**config.mk**
```make
export PLATFORM = sky130hd
export DESIGN_NAME = memory_arbiter
export DESIGN_NICKNAME = d
export VERILOG_FILES = /design/src/rtl/memory_arb_pkg.sv /design/src/rtl/rr_arbiter2.sv /design/src/rtl/memory_arbiter.sv
export SDC_FILE = /design/constraint.sdc
export NUM_CORES = 1
export LEC_CHECK = 0
export CAP_MARGIN = 10
export CORE_MARGIN = 2
export CORE_UTILIZATION = 44
export DETAILED_ROUTE_END_ITERATION = 10
export PLACE_DENSITY = 0.95
export SLEW_MARGIN = 20
export SYNTH_ARGS = -nofsm -noshare
export SYNTH_HDL_FRONTEND = slang
export SYNTH_SLANG_ARGS = --single-unit
export TNS_END_PERCENT = 20
```
**constraint.sdc**
```tcl
create_clock -name clk -period 3.6 [get_ports clk]
set_clock_uncertainty 0.05 [all_clocks]
set_input_delay 0.36 -clock clk [delete_from_list [all_inputs] [get_ports clk]]
set_output_delay 0.36 -clock clk [all_outputs]
set_load 0.01 [all_outputs]
```
**src/rtl/memory_arb_pkg.sv**
```systemverilog
// Shared types for the two-port memory arbiter: FSM states, read opcodes
// and the latched command that is replayed onto the memory interface.
package memory_arb_pkg;

    typedef enum logic [1:0] {
        IDLE,
        ISSUE,
        WAIT
    } arb_state_t;

    localparam logic [1:0] OP_BIT  = 2'd0;
    localparam logic [1:0] OP_WORD = 2'd1;
    localparam logic [1:0] OP_BYTE = 2'd2;

    typedef struct packed {
        logic        we;
        logic [1:0]  opcode;
        logic [15:0] addr;
        logic [1:0]  byte_addr;
        logic [4:0]  bit_addr;
        logic [31:0] wdata;
    } mem_cmd_t;

endpackage

```
**src/rtl/rr_arbiter2.sv**
```systemverilog
// Two-way round-robin arbiter: on a tie the requester that was not granted
// most recently wins. Purely combinational, one-hot (or zero) grant.
module rr_arbiter2 (
    input  logic [1:0] req,
    input  logic       last,
    output logic [1:0] gnt
);

    // Pick the single winner; a lone request always wins outright.
    always_comb begin
        // NOTE: gnt gets a value before any branch so no path leaves it unassigned (no latch).
        gnt = req;
        if (&req) begin
            gnt = last ? 2'b01 : 2'b10;
        end
    end

endmodule

```
**src/rtl/memory_arbiter.sv**
```systemverilog
// Two-port round-robin arbiter and sequencer in front of the single-port
// 32-bit memory. Serialises bit/word/byte reads and word writes, waits out
// the memory read latency and returns read data to the issuing requester.
module memory_arbiter
    import memory_arb_pkg::*;
#(
    parameter int READ_LAT = 1
) (
    input  logic             clk,
    input  logic             reset,
    input  logic [1:0]       req,
    input  logic [1:0]       req_we,
    input  logic [1:0][1:0]  req_opcode,
    input  logic [1:0][15:0] req_addr,
    input  logic [1:0][1:0]  req_byte_addr,
    input  logic [1:0][4:0]  req_bit_addr,
    input  logic [1:0][31:0] req_wdata,
    output logic [1:0]       gnt,
    output logic [1:0]       rvalid,
    output logic [31:0]      rdata,
    output logic             mem_WrEn,
    output logic             mem_RdEn,
    output logic [1:0]       mem_RdEn_Opcode,
    output logic [15:0]      mem_Addr,
    output logic [1:0]       mem_ByteAddr,
    output logic [4:0]       mem_BitAddr,
    output logic [31:0]      mem_WrBus,
    input  logic [31:0]      mem_RdBus
);

    localparam logic [2:0] LAT3 = 3'(READ_LAT);

    arb_state_t state;
    mem_cmd_t   cmd;
    mem_cmd_t   winCmd;
    logic       last;
    logic       owner;
    logic       winner;
    logic [2:0] waitCnt;
    logic [1:0] arbGnt;

    rr_arbiter2 uArb (
        .req  (req),
        .last (last),
        .gnt  (arbGnt)
    );

    // Grants are offered only while idle and out of reset.
    assign gnt    = (state == IDLE && !reset) ? arbGnt : 2'b00;
    assign winner = arbGnt[1];

    // The latched command holds between transactions, so the memory bus keeps its last values.
    assign mem_RdEn_Opcode = cmd.opcode;
    assign mem_Addr        = cmd.addr;
    assign mem_ByteAddr    = cmd.byte_addr;
    assign mem_BitAddr     = cmd.bit_addr;
    assign mem_WrBus       = cmd.wdata;

    // Gather the winning requester's fields into one command word.
    always_comb begin
        winCmd = '{
            we:        req_we[winner],
            opcode:    req_opcode[winner],
            addr:      req_addr[winner],
            byte_addr: req_byte_addr[winner],
            bit_addr:  req_bit_addr[winner],
            wdata:     req_wdata[winner]
        };
    end

    // Sequencer FSM with registered strobes, read capture and round-robin pointer.
    always_ff @(posedge clk) begin
        if (reset) begin
            state    <= IDLE;
            cmd      <= '0;
            last     <= 1'b1;
            owner    <= 1'b0;
            waitCnt  <= '0;
            mem_WrEn <= 1'b0;
            mem_RdEn <= 1'b0;
            rvalid   <= 2'b00;
            // NOTE: rdata is cleared on reset so a read dropped by reset never leaks stale data.
            rdata    <= '0;
        end else begin
            // NOTE: non-blocking assignments here; the defaults below are overridden later in the same block.
            mem_WrEn <= 1'b0;
            mem_RdEn <= 1'b0;
            rvalid   <= 2'b00;
            case (state)
                IDLE: begin
                    if (|gnt) begin
                        cmd      <= winCmd;
                        owner    <= winner;
                        last     <= winner;
                        mem_WrEn <= winCmd.we;
                        mem_RdEn <= !winCmd.we;
                        state    <= ISSUE;
                    end
                end
                ISSUE: begin
                    if (cmd.we) begin
                        state <= IDLE;
                    end else begin
                        waitCnt <= 3'd1;
                        state   <= WAIT;
                    end
                end
                WAIT: begin
                    if (waitCnt == LAT3) begin
                        rdata         <= mem_RdBus;
                        rvalid[owner] <= 1'b1;
                        waitCnt       <= '0;
                        state         <= IDLE;
                    end else begin
                        waitCnt <= waitCnt + 3'd1;
                    end
                end
                default: state <= IDLE;
            endcase
        end
    end

endmodule

```
==> impl_metrics.ini, run 1 <==
[status]
status = finished clean

[global_route]
track_usage = 0.233
grt_overflow = 0
antenna_found_initial = 0
grt_pass1_wl_um = 23900
grt_max_degree = 71
grt_pass1_vias = 4747

[floorplan]
core_area_mm2 = 0.0114
start_util = 0.450
die_w_um = 112
fp-row-count = 39
die_h_um = 112
ioPinCount = 247
dieArea_mm2 = 0.0125

[worst_setup_path]
cp-start-kind = input port
cp.arrival_ns = 2.15
crit_path_start = req[0]
cp.required_ns = 3.19
crit_type = in2out
endpoint_kind = output pin
crit_fanout = 31
worstReg2RegStart = state[0]

[logic_synthesis]
synthTopCellsByArea = dfxtp_1 (40%), a311oi_2 (16%), a21oi_1 (9.3%)
syn-cell-area_mm2 = 0.00512
synthTopCellsByCount = nand2_1 (115), dfxtp_1 (101), a21oi_1 (95), buf_4 (58), a311oi_2 (56)
syn_inst = 585
syn_avg_cell_area_um2 = 8.75
yosys.area.top_type = dfxtp_1
ys.flop_type = dfxtp_1
synth.distinct_cells = 40
async_reset_ff_frac = 0
yosysWarningCount = 0
synth_fp_nets = 737
synth_seq_area_share = 0.395
synth_edf_count = 0
synth_seq_cells = 101
synth_top_area_frac = 0.395
synth_most_common_cell = nand2_1

[final_layout]
num_antenna_cells = 0
drive_gt1_frac = 0.119
area_growth_pct = 44.3
nets = 886
layoutNonFillerInstCount = 881
final_util = 0.650

[cts]
hold_buffers = 0
insertion_delay_ns = 0.33
cts_tree = done
htreeDepth = 3
cts_resized = 0
cts-root-buf = clkbuf_16
clkTransAtPathRegs_ns = 0.06
postCtsSetupRepairBufs = 0
cts_buffers = 9
cts.sink_count = 101
cts_buffer_depth = 2

[sta]
period_needed_ns = 2.56
tightest_slew_ns = 1.01
finalSetupViolCount = 0
rsz0062_at_grt = false
relSlewSlack = 0.324
whs_ns = 0.408
hold_viol = 0
maxSlewViolCount = 0
fin_crit_sh = 0.712
max_clock_freq_mhz = 390
setup_tns_ns = 0

[placed_design]
dp_cells = 866
port_buffers = 246
post-dp-hpwl_um = 9970
gp_congestion = 0.787

[route]
vias_per_cell = 5.45
vias = 4803
drt-total-wl_um = 14700
drt_iter0_markers = 473
dr.pass1.iters = 5
postRouteAntennaNets = 0
wl_per_cell_um = 16.7
drc = 0

[worst_hold_path]
holdCritPathClass = in2reg
worstHoldStart = reset

[job]
drv_cap = 0

[power_and_ir_drop]
p_leak_nw = 2.52
powerDensity_mw_per_mm2 = 401
ir_drop_v = 0.000277
## layout by cell type (no fill, tap or decap), types with 2 or more instances in the layout
cell type and instances:
buf_4 8, o21ai_1 26, nand2_1 115, nor2_1 4
a311oi_2 56, clkbuf_8 2, and2_1 2, o21ai_0 9
clkbuf_16 9, dfxtp_1 101, a21oi_1 95, nor2b_1 2
nand3_1 33, clkdlybuf4s50_1 245, buf_12 2
## critical path, cell delays in order
cell             delay, ns
clkdlybuf4s50_1       0.51
a21boi_4              0.20
buf_4                 0.34
and2_1                0.18
clkdlybuf4s50_1       0.55
## final timing paths
path / cells after the start / slack [ns] / to
min: 2 / 0.41 / owner
max: 5 / 1.04 / gnt[1]
min reg2reg: 1 / 0.41 / rvalid[0]
max reg2reg: 4 / 1.31 / rdata[19]
## power by group
part	switching [mW]	internal [mW]	leakage (nW)
combinational	0.377	0.416	1.55
sequential	0.0539	1.20	0.827
clock	0.410	0.503	0.135
## through the flow
| step | setup WS [ns] | cell area, um^2 | power [mW] |
|---|---|---|---|
| 2_1_floorplan | 2.00 | 5120 | 1.78 |
| 3_3_place_gp | 1.09 | 7110 | 2.06 |
| 3_5_place_dp | 1.04 | 7110 | 2.08 |
| 4_1_cts | 1.04 | 7390 | 2.99 |
| 5_1_grt | 0.945 | 7390 | 3.11 |
| 6_report | 1.04 | 7390 | 2.96 |
## cell type report
class / instances / area (um^2)
Clock buffer: 12 / 256
Clock inverter: 3 / 21.3
Fill cell: 881 / 3980
Inverter: 2 / 7.51
Multi-Input combinational cell: 365 / 2350
Sequential cell: 101 / 2020
Tap cell: 143 / 179
Timing Repair Buffer: 255 / 2550
## kinds of logic after synthesis
logic type / Yosys count / synth area share
and+or+nand+nor: 167 / 0.144
xor gates and xnor gates: 1 / 0.00171
AOI/OAI and AO/OA: 196 / 0.309
muxes: 1 / 0.00196
DFF: 101 / 0.395
buffers and inverters: 119 / 0.148
## state kept, by name, summed over array words and instances (netlist names)
signal / flops
state: 2
rdata: 32
mem_Addr: 16
mem_ByteAddr: 2
rvalid: 2
mem_WrEn: 1
last: 1
waitCnt: 3
cmd: 1
mem_RdEn: 1
owner: 1
mem_RdEn_Opcode: 2
mem_WrBus: 32
mem_BitAddr: 5
## routing by layer
layer,vias up,part of all wire,global-route usage,routed length (um)
li1,2311,-,-,-
met1,2264,0.41,0.288,5980
met2,205,0.49,0.397,7170
met3,23,0.082,0.0577,1210
met4,0,0.022,0.0815,327
met5,-,0,0,0
Power figures use the tool's default switching activity.
==> inputs of run 2 (changes only) <==
- CORE_UTILIZATION: 44 -> 37
- PLACE_DENSITY: 0.95 -> 0.87
- clock period: 3.6 -> 2.3 ns (I/O delays scaled with it)
==> run 2 against run 1 <==
Net effect: critical path depth shrank 2; register-to-register slack lost 1.0 ns; worst hold slack lost 0.012 ns; worst setup slack lost 0.73 ns; sequential share of layout area shrank 0.33 points; die area grew 18%; flip-flop and latch count is the same; final cell count grew 4.3%; clock power grew 73%; first-iteration DRC count shrank 51%.
==> impl_metrics.ini, run 2 (synthesized netlist as in run 1, its figures left out) <==
[final_layout]
final.fill_count = 1181
final_common_cell = clkdlybuf4s50_1
nets = 890
area_growth_pct = 46.2
final_cell_mix = clkdlybuf4s50_1 (244), nand2_1 (115), dfxtp_1 (100), a21oi_1 (95), a311oi_2 (56)
drive_gt1_frac = 0.127
final_area_mm2 = 0.00748
num_antenna_cells = 0

[placed_design]
place_area_mm2 = 0.00717
post-dp-hpwl_um = 10200
port_buffers = 246
gp_congestion = 0.769

[floorplan]
dieArea_mm2 = 0.0148
start_util = 0.382
die_h_um = 122
die_w_um = 122
core_area_mm2 = 0.0134
fp-row-count = 42
ioPinCount = 247

[route]
wl_per_cell_um = 16.1
vias = 4790
drt_iter0_markers = 234
postRouteAntennaNets = 0
dr.pass1.iters = 7
drc = 0
drt-total-wl_um = 14800
vias_per_cell = 5.21

[cts]
postCtsSetupRepairBufs = 0
cts.sink_count = 101
cts_buffer_depth = 2
insertion_delay_ns = 0.34
hold_buffers = 0
cts-root-buf = clkbuf_16
cts_buffers = 9
htreeDepth = 3
clkTransAtPathRegs_ns = 0.07
cts_tree = done
cts_resized = 0

[worst_setup_path]
cp.required_ns = 2.41
crit_type = reg2reg
cp-start-kind = flip-flop
r2r_cells = 3
r2r_slack_ns = 0.31
cp.arrival_ns = 2.11
endpoint_kind = flip-flop
r2r_end = mem_Addr[14]
worstReg2RegStart = state[1]
crit_fanout = 61

[global_route]
grt_overflow = 0
grt_max_degree = 99
antenna_found_initial = 0
grt_pass1_vias = 4586
grt_pass1_wl_um = 22900
track_usage = 0.196

[job]
drv_cap = 0

[worst_hold_path]
worstHoldEndpoint = rdata[28]
worstHoldStart = mem_RdBus[28]
hold_depth = 3
holdCritPathClass = in2reg

[sta]
maxSlewViolCount = 0
relSlewSlack = 0.310
rsz0062_at_grt = false
period_needed_ns = 1.99
fin_crit_sh = 0.867
hold_viol = 0
finalSetupViolCount = 0
tightest_slew_ns = 1.03
setup_tns_ns = 0
max_clock_freq_mhz = 502

[status]
status = finished clean

[power_and_ir_drop]
powerDensity_mw_per_mm2 = 640
ir_drop_v = 0.000417
p_leak_nw = 2.57
==> run 2: metal layers <==
metal / vias to the layer above / routed length, um / global-route usage
met1: 2227 / 5820 / 0.219
li1: 2325 / - / -
met5: - / 0 / 0
met3: 20 / 1550 / 0.0782
met2: 218 / 7190 / 0.337
met4: 0 / 280 / 0.0718
==> run 2: report_power, final <==
part / total, mW / internal (mW) / switching, mW
Clock: 1.58 / 0.906 / 0.674
Combinational: 1.24 / 0.651 / 0.588
Sequential: 1.97 / 1.88 / 0.0863
==> run 2: per-stage QoR <==
step / total power, mW / utilization / hold WS (ns) / instances / setup WS, ns
after floorplan: 2.79 / - / 0.328 / 585 / 0.834
after global placement: 3.24 / 0.535 / 0.410 / 903 / 0.0779
after detailed placement: 3.26 / 0.535 / 0.419 / 903 / 0.0255
after CTS: 4.84 / 0.558 / 0.388 / 919 / 0.00742
after global routing: 5.00 / 0.558 / 0.416 / 919 / 0.210
final: 4.79 / 0.558 / 0.396 / 919 / 0.307
==> run 2: worst max-delay path by stage <==
stage	start	end	slack, ns	depth (start not counted)
6_report	state[1]	mem_Addr[14]	0.31	3
5_1_grt	state[1]	gnt[1]	0.21	3
4_1_cts	state[1]	gnt[0]	0.007	3
3_5_place_dp	req[0]	mem_WrBus[31]	0.03	5
3_3_place_gp	req[0]	mem_WrBus[4]	0.08	5
2_1_floorplan	state[1]	gnt[0]	0.83	3
==> run 2: area by class of cell <==
| type | instances | area, um^2 | share of cell area |
|---|---|---|---|
| multi-input combinational | 365 | 2350 | 0.314 |
| tap | 176 | 220 | 0.0294 |
| inverter | 2 | 7.51 | 0.00100 |
| sequential | 101 | 2020 | 0.270 |
| timing repair buffer | 259 | 2570 | 0.344 |
| clock buffer | 11 | 253 | 0.0338 |
| clock inverter | 5 | 57.6 | 0.00769 |
==> run 2: critical path, cell delays in order (launching register included) <==
cell,delay (ns)
dfxtp_2,0.40
nor3_4,0.22
and2_4,0.80
a311oi_2,0.23
